## src/rtl/ysyx_23060096_lsu_pkg.sv

```systemverilog
// Shared types for the LSU: MemOP encodings, FSM states and access-size helpers.
package ysyx_23060096_lsu_pkg;

    localparam logic [2:0] MOP_B  = 3'b000;
    localparam logic [2:0] MOP_H  = 3'b001;
    localparam logic [2:0] MOP_W  = 3'b010;
    localparam logic [2:0] MOP_BU = 3'b100;
    localparam logic [2:0] MOP_HU = 3'b101;

    typedef enum logic [1:0] {IDLE, REQ, WAIT, DONE} state_t;
    typedef enum logic [1:0] {SZ_B, SZ_H, SZ_W} size_t;

    function automatic size_t size_of(input logic [1:0] op_sz);
        size_t sz;
        case (op_sz)
            2'b00:   sz = SZ_B;
            2'b01:   sz = SZ_H;
            default: sz = SZ_W;
        endcase
        return sz;
    endfunction

    // Address bits below the access size are dropped so lanes stay naturally aligned.
    function automatic logic [1:0] lane_lo(input size_t sz, input logic [1:0] lo);
        logic [1:0] r;
        case (sz)
            SZ_B:    r = lo;
            SZ_H:    r = {lo[1], 1'b0};
            default: r = 2'b00;
        endcase
        return r;
    endfunction

    function automatic logic misaligned(input size_t sz, input logic [1:0] lo);
        logic m;
        case (sz)
            SZ_H:    m = lo[0];
            SZ_W:    m = |lo;
            default: m = 1'b0;
        endcase
        return m;
    endfunction

endpackage

```

## src/rtl/ysyx_23060096_lsu_if.sv

```systemverilog
// Data-memory port of the LSU: request handshake plus single-cycle response.
interface ysyx_23060096_lsu_if #(
    parameter int ADDR_W = 32,
    parameter int XLEN   = 32
) ();
    logic              mem_req_valid;
    logic              mem_req_ready;
    logic [ADDR_W-1:0] mem_addr;
    logic              mem_wen;
    logic [3:0]        mem_wmask;
    logic [XLEN-1:0]   mem_wdata;
    logic              mem_rsp_valid;
    logic [XLEN-1:0]   mem_rdata;

    modport master (
        output mem_req_valid, mem_addr, mem_wen, mem_wmask, mem_wdata,
        input  mem_req_ready, mem_rsp_valid, mem_rdata
    );

    modport slave (
        input  mem_req_valid, mem_addr, mem_wen, mem_wmask, mem_wdata,
        output mem_req_ready, mem_rsp_valid, mem_rdata
    );
endinterface

```

## src/rtl/ysyx_23060096_lsu_align.sv

```systemverilog
// Combinational lane logic: store byte strobes/replication and load lane select/extension.
module ysyx_23060096_lsu_align
    import ysyx_23060096_lsu_pkg::*;
(
    input  size_t       st_size,
    input  logic [1:0]  st_lo,
    input  logic [31:0] st_data,
    output logic [3:0]  wmask,
    output logic [31:0] wdata,
    input  size_t       ld_size,
    input  logic        ld_zext,
    input  logic [1:0]  ld_lo,
    input  logic [31:0] ld_raw,
    output logic [31:0] ld_data
);
    logic [7:0]  ld_b;
    logic [15:0] ld_h;

    // Replicating the narrow datum puts it in every lane; the strobe picks the live one.
    always_comb begin
        wmask = 4'b1111;
        wdata = st_data;
        case (st_size)
            SZ_B: begin
                wmask = 4'b0001 << st_lo;
                wdata = {4{st_data[7:0]}};
            end
            SZ_H: begin
                wmask = 4'b0011 << st_lo;
                wdata = {2{st_data[15:0]}};
            end
            default: ;
        endcase
    end

    assign ld_b = ld_raw[{ld_lo, 3'b000} +: 8];
    assign ld_h = ld_raw[{ld_lo[1], 4'b0000} +: 16];

    always_comb begin
        ld_data = ld_raw;
        case (ld_size)
            SZ_B:    ld_data = {{24{~ld_zext & ld_b[7]}}, ld_b};
            SZ_H:    ld_data = {{16{~ld_zext & ld_h[15]}}, ld_h};
            default: ;
        endcase
    end
endmodule

```

## src/rtl/ysyx_23060096_lsu.sv

```systemverilog
// Load/store unit: one access per request over a valid/ready memory port.
// Define LSU_MISALIGN_CHECK_EN to fault misaligned half/word accesses instead of truncating.
module ysyx_23060096_lsu
    import ysyx_23060096_lsu_pkg::*;
#(
    parameter int ADDR_W = 32,
    parameter int XLEN   = 32
) (
    input  logic                clk,
    input  logic                rst,
    input  logic                req_valid,
    output logic                req_ready,
    input  logic                req_wr,
    input  logic [2:0]          req_op,
    input  logic [ADDR_W-1:0]   req_addr,
    input  logic [XLEN-1:0]     req_wdata,
    output logic                busy,
    output logic                rsp_valid,
    output logic [XLEN-1:0]     rsp_rdata,
    output logic                rsp_err,
    ysyx_23060096_lsu_if.master mem
);
    state_t            state;
    logic              wr_q;
    logic [2:0]        op_q;
    logic [1:0]        lo_q;
    logic [XLEN-1:0]   rdata_q;
    logic              err_q;
    logic [ADDR_W-1:0] addr_q;
    logic              wen_q;
    logic [3:0]        wmask_q;
    logic [XLEN-1:0]   wdata_q;

    size_t       req_size;
    size_t       ld_size;
    logic [1:0]  req_lo;
    logic        req_mis;
    logic [3:0]  st_wmask;
    logic [31:0] st_wdata;
    logic [31:0] ld_data;

    assign req_size = size_of(req_op[1:0]);
    assign ld_size  = size_of(op_q[1:0]);
    assign req_lo   = lane_lo(req_size, req_addr[1:0]);
`ifdef LSU_MISALIGN_CHECK_EN
    assign req_mis  = misaligned(req_size, req_addr[1:0]);
`else
    assign req_mis  = 1'b0;
`endif

    ysyx_23060096_lsu_align u_align (
        .st_size (req_size),
        .st_lo   (req_lo),
        .st_data (req_wdata),
        .wmask   (st_wmask),
        .wdata   (st_wdata),
        .ld_size (ld_size),
        .ld_zext (op_q[2]),
        .ld_lo   (lo_q),
        .ld_raw  (mem.mem_rdata),
        .ld_data (ld_data)
    );

    always_ff @(posedge clk) begin
        if (rst) begin
            state   <= IDLE;
            wr_q    <= 1'b0;
            op_q    <= '0;
            lo_q    <= '0;
            rdata_q <= '0;
            err_q   <= 1'b0;
            addr_q  <= '0;
            wen_q   <= 1'b0;
            wmask_q <= '0;
            wdata_q <= '0;
        end else begin
            case (state)
                IDLE: if (req_valid) begin
                    wr_q    <= req_wr;
                    op_q    <= req_op;
                    lo_q    <= req_lo;
                    rdata_q <= '0;
                    err_q   <= req_mis;
                    if (req_mis) begin
                        state   <= DONE;
                        wen_q   <= 1'b0;
                        wmask_q <= '0;
                    end else begin
                        state   <= REQ;
                        addr_q  <= {req_addr[ADDR_W-1:2], 2'b00};
                        wen_q   <= req_wr;
                        wmask_q <= req_wr ? st_wmask : 4'b0000;
                        wdata_q <= req_wr ? st_wdata : '0;
                    end
                end
                REQ:  if (mem.mem_req_ready) state <= WAIT;
                // Only a response seen after the request handshake belongs to this access.
                WAIT: if (mem.mem_rsp_valid) begin
                    state   <= DONE;
                    rdata_q <= wr_q ? '0 : ld_data;
                end
                DONE: state <= IDLE;
                default: state <= IDLE;
            endcase
        end
    end

    assign req_ready         = (state == IDLE);
    assign busy              = (state != IDLE);
    assign rsp_valid         = (state == DONE);
    assign rsp_rdata         = rdata_q;
    assign rsp_err           = err_q;
    assign mem.mem_req_valid = (state == REQ);
    assign mem.mem_addr      = addr_q;
    assign mem.mem_wen       = wen_q;
    assign mem.mem_wmask     = wmask_q;
    assign mem.mem_wdata     = wdata_q;
endmodule

```

## src/flat_wrapper.sv

```systemverilog
// flat-port wrapper written by rule: the top's interface ports become plain ports
module ysyx_23060096_lsu_flat import ysyx_23060096_lsu_pkg::*;
#(
    parameter int ADDR_W = 32,
    parameter int XLEN   = 32
)
  (clk, rst, req_valid, req_ready, req_wr, req_op, req_addr, req_wdata, busy, rsp_valid, rsp_rdata, rsp_err, mem_mem_req_valid, mem_mem_addr, mem_mem_wen, mem_mem_wmask, mem_mem_wdata, mem_mem_req_ready, mem_mem_rsp_valid, mem_mem_rdata);
  ysyx_23060096_lsu_if #(.ADDR_W(ADDR_W), .XLEN(XLEN)) mem_i ();
  input  logic clk;
  input  logic rst;
  input  logic req_valid;
  output logic req_ready;
  input  logic req_wr;
  input  logic [2:0] req_op;
  input  logic [ADDR_W-1:0] req_addr;
  input  logic [XLEN-1:0] req_wdata;
  output logic busy;
  output logic rsp_valid;
  output logic [XLEN-1:0] rsp_rdata;
  output logic rsp_err;
  output wire logic [$bits(mem_i.mem_req_valid)-1:0] mem_mem_req_valid;
  output wire logic [$bits(mem_i.mem_addr)-1:0] mem_mem_addr;
  output wire logic [$bits(mem_i.mem_wen)-1:0] mem_mem_wen;
  output wire logic [$bits(mem_i.mem_wmask)-1:0] mem_mem_wmask;
  output wire logic [$bits(mem_i.mem_wdata)-1:0] mem_mem_wdata;
  input wire logic [$bits(mem_i.mem_req_ready)-1:0] mem_mem_req_ready;
  input wire logic [$bits(mem_i.mem_rsp_valid)-1:0] mem_mem_rsp_valid;
  input wire logic [$bits(mem_i.mem_rdata)-1:0] mem_mem_rdata;
  assign mem_mem_req_valid = mem_i.mem_req_valid;
  assign mem_mem_addr = mem_i.mem_addr;
  assign mem_mem_wen = mem_i.mem_wen;
  assign mem_mem_wmask = mem_i.mem_wmask;
  assign mem_mem_wdata = mem_i.mem_wdata;
  assign mem_i.mem_req_ready = mem_mem_req_ready;
  assign mem_i.mem_rsp_valid = mem_mem_rsp_valid;
  assign mem_i.mem_rdata = mem_mem_rdata;
  ysyx_23060096_lsu #(.ADDR_W(ADDR_W), .XLEN(XLEN)) u_core (.clk(clk), .rst(rst), .req_valid(req_valid), .req_ready(req_ready), .req_wr(req_wr), .req_op(req_op), .req_addr(req_addr), .req_wdata(req_wdata), .busy(busy), .rsp_valid(rsp_valid), .rsp_rdata(rsp_rdata), .rsp_err(rsp_err), .mem(mem_i));
endmodule
```

## config.mk

```make
export PLATFORM = sky130hd
export DESIGN_NAME = ysyx_23060096_lsu_flat
export DESIGN_NICKNAME = d
export VERILOG_FILES = /design/src/rtl/ysyx_23060096_lsu_pkg.sv /design/src/rtl/ysyx_23060096_lsu_if.sv /design/src/rtl/ysyx_23060096_lsu_align.sv /design/src/rtl/ysyx_23060096_lsu.sv /design/src/flat_wrapper.sv
export SDC_FILE = /design/constraint.sdc
export NUM_CORES = 1
export LEC_CHECK = 0
export ABC_AREA = 1
export BUFFER_PORTS_ARGS = -buffer_cell sky130_fd_sc_hd__buf_2
export CORE_ASPECT_RATIO = 0.6
export CORE_UTILIZATION = 38
export DETAILED_ROUTE_END_ITERATION = 16
export PLACE_DENSITY = 0.63
export RECOVER_POWER = 25
export REMOVE_ABC_BUFFERS = 1
export SYNTH_ARGS = -nofsm -noshare
export SYNTH_HDL_FRONTEND = slang
export SYNTH_SLANG_ARGS = --single-unit
```

## constraint.sdc

```tcl
create_clock -name clk -period 2.6 [get_ports clk]
set_input_delay 0.13 -clock clk [delete_from_list [all_inputs] [get_ports clk]]
set_output_delay 0.13 -clock clk [all_outputs]
set_load 0.02 [all_outputs]
```

==> impl_metrics.toml <==
[run_status]
status = "completed"

[cells_and_area]
ff_latch_area_sq_um = 2120
area_growth_syn_to_layout_pct = 28.1
n_antenna_cell = 0
fillers = 1301
final_core_util_pct = 50.5
drive_above_1_share_pct = 24.6
multi_input_area_sq_um = 2370
final_nets = 988
stdcell_area_sq_um = 6140

[timing]
worstMarginPinSlew_ns = 0.912
max_freq_mhz = 532
rsz0062_at_grt = "no"
timing.final.crit_share_pct = 72.3
finalSetupViolations = 0
finClkSkew_ns = 0.0102
relSlewSlack_pct = 39.1
period_minus_slack_ns = 1.88
hold_viol = 0
maxSlewViolCount = 0

[floorplan]
design.core.area_sq_um = 12200
chipHeight_microns = 89.0
fp.dieW_microns = 147
row_count = 31
start_util_pct = 39.4
die_area_sq_um = 13100
ios = 211

[synthesis]
synth_mux_area_share_pct = 0
ys_warn_count = 0
ys_ff_latch = 106
avgSynthCellArea_sq_um = 6.91
synthXorXnorAreaFrac_pct = 0
synthCells = 694
synth_compound_area_share_pct = 17.6
synth-seq-area-share_pct = 44.2
synthSimpleGateAreaFrac_pct = 30.0
synth_area_sq_um = 4800
synth_top_family_by_area = "simple AND/OR/NAND/NOR gates"
synth.distinct_cells = 30
synthAdderAreaFrac_pct = 1.30

[clock_network]
clock_path_buffers = 2
cts_made_buffers = 9
root_buffer = "clkbuf_16"
cts_resized = 0
clkLatencyLatePin_ns = 0.33
htree_num_levels = 3
ctsHoldBuffers = 0
path_clk_slew_ns = 0.07
cts_setup_buffers = 0
clock-sinks = 106
cts_tree = "done"

[route]
vias = 5038
drcViolationCount = 0
routed_wirelength_microns = 14500
first_iter_violations = 287
drtAntennaViolNets = 0
wl_per_cell_microns = 13.8
drt_pass1_iterations = 4
avgViaCountPerCell = 4.81

[placed_design]
dpl_cell_area_sq_um = 5910
port_buffers = 207
place_hpwl_microns = 10000
place.gp.congestion = 0.847

[global_route]
antenna_found_initial = 0
overflow = 0
grt_usage_pct = 21.7
grt_max_degree = 74
grt_pass1_vias = 4218
grt_pass1_wl_microns = 22600

[power]
power_density_nw_per_um2 = 957
power.leakage_nw = 2.84
ir_drop_uv = 583

[min_path]
worstHoldStart = "req_addr[5]"
hold_class = "primary input to flip-flop"

[critical_path]
r2r_slack_ns = 0.72
cp-startpoint = "u_core.state[1]$_SDFFE_PP0P_"
worst_setup_path_end_kind = "flip-flop"
crit_path_start_kind = "flip-flop"
crit_arrival_ns = 2.14
cp_data_required_time_ns = 2.86
rr_startpoint = "u_core.state[1]$_SDFFE_PP0P_"
critPathMaxFanout = 32
critPathKind = "flip-flop to flip-flop"

[run]
max_cap_viol_count = 0
-- synth_stat cells, drive strengths merged --
| library cell | n | area [sq um] |
|---|---|---|
| nor2 | 130 | 507 |
| dfxtp | 106 | 2120 |
| a22oi | 2 | 15.0 |
| or2 | 3 | 18.8 |
| nand3 | 18 | 103 |
| clkbuf | 29 | 109 |
| a21oi | 83 | 453 |
| o211ai | 1 | 7.51 |
| conb | 1 | 3.75 |
| o31a | 1 | 8.76 |
| buf | 16 | 103 |
| o21ai | 62 | 310 |
| o22ai | 8 | 50.1 |
| nand2 | 202 | 813 |
| inv | 27 | 111 |
| ha | 5 | 62.6 |
-- worst max-delay path, stage by stage, from the launching register on --
cell     delay (ns)
dfxtp_1        0.33
inv_1          0.12
ha_1           0.25
nand2_2        0.09
inv_2          0.06
nand2_1        0.10
inv_2          0.39
o21ai_0        0.17
nor2_1         0.13
a21oi_1        0.05
nor2_1         0.10
-- registers in the layout (all words and copies together), names as in the netlist --
name	count
u_core.state	2
u_core.lo_q	2
u_core.mem.mem_wdata	32
u_core.mem.mem_addr	30
u_core.op_q	3
u_core.mem.mem_wen	1
u_core.rsp_rdata	32
u_core.mem.mem_wmask	4
-- layer usage --
layer  GRT usage (%)  part of all wire (%)
met5               0                     0
met4            3.56                  0.47
met3            6.33                   8.1
met2            29.6                    40
met1            33.3                    52
-- power by group --
group / switching (W) / internal [W]
combinational: 0.00171 / 0.000712
clock: 0.000627 / 0.000757
sequential: 0.000157 / 0.00192
total: 0.00249 / 0.00339
-- stage by stage --
step	power, W	setup WS [ns]	std cells	hold slack, ns	TNS, ns
6_report	0.00588	0.719	1048	0.0548	0
5_1_grt	0.00632	0.392	1048	0.0423	0
4_1_cts	0.00597	0.692	1048	0.0468	0
3_5_place_dp	0.00455	0.704	1032	0.398	0
3_3_place_gp	0.00455	0.780	1032	0.386	0
2_1_floorplan	0.00369	-0.625	651	0.192	-17.79
-- cell families (layout without fill, tap and decap cells) --
| family | Yosys count | in the layout |
|---|---|---|
| AO/OA/AOI/OAI | 157 | 157 |
| AND/OR/NAND/NOR | 353 | 353 |
| buffers and inverters | 72 | 259 |
| adder cells (fa/ha/maj) | 5 | 5 |
| flip-flops | 106 | 106 |
| other | 1 | 3 |
-- cells in the final DEF, fill, tap and decap left out, types with 4 or more instances in the layout --
cell type  instances
nand2_1          187
buf_2            155
nor2_1           128
dfxtp_1          106
a21oi_1           73
o21ai_0           58
clkbuf_1          52
inv_1             22
nand3_1           17
nand2_2           11
a21oi_2           10
clkbuf_16          9
buf_4              9
o22ai_1            8
ha_1               5
nand2_4            4
-- area by class of cell --
class	instances	area share, %
well taps	165	3.36
clock inverters	7	1.22
flip-flops and latches	106	34.5
multi-input cells	518	38.5
inverters	27	1.81
clock buffers	9	3.67
repair buffers	216	16.9
-- final timing paths --
path / endpoint / cells past startpoint
max: u_core.mem.mem_wdata[15]$_SDFFE_PP0P_ / 10
min: u_core.mem.mem_addr[5]$_SDFFE_PP0P_ / 3
max reg2reg: u_core.mem.mem_wdata[15]$_SDFFE_PP0P_ / 10
min reg2reg: u_core.mem.mem_wmask[1]$_SDFFE_PP0P_ / 2
(Power assumes the default switching activity.)
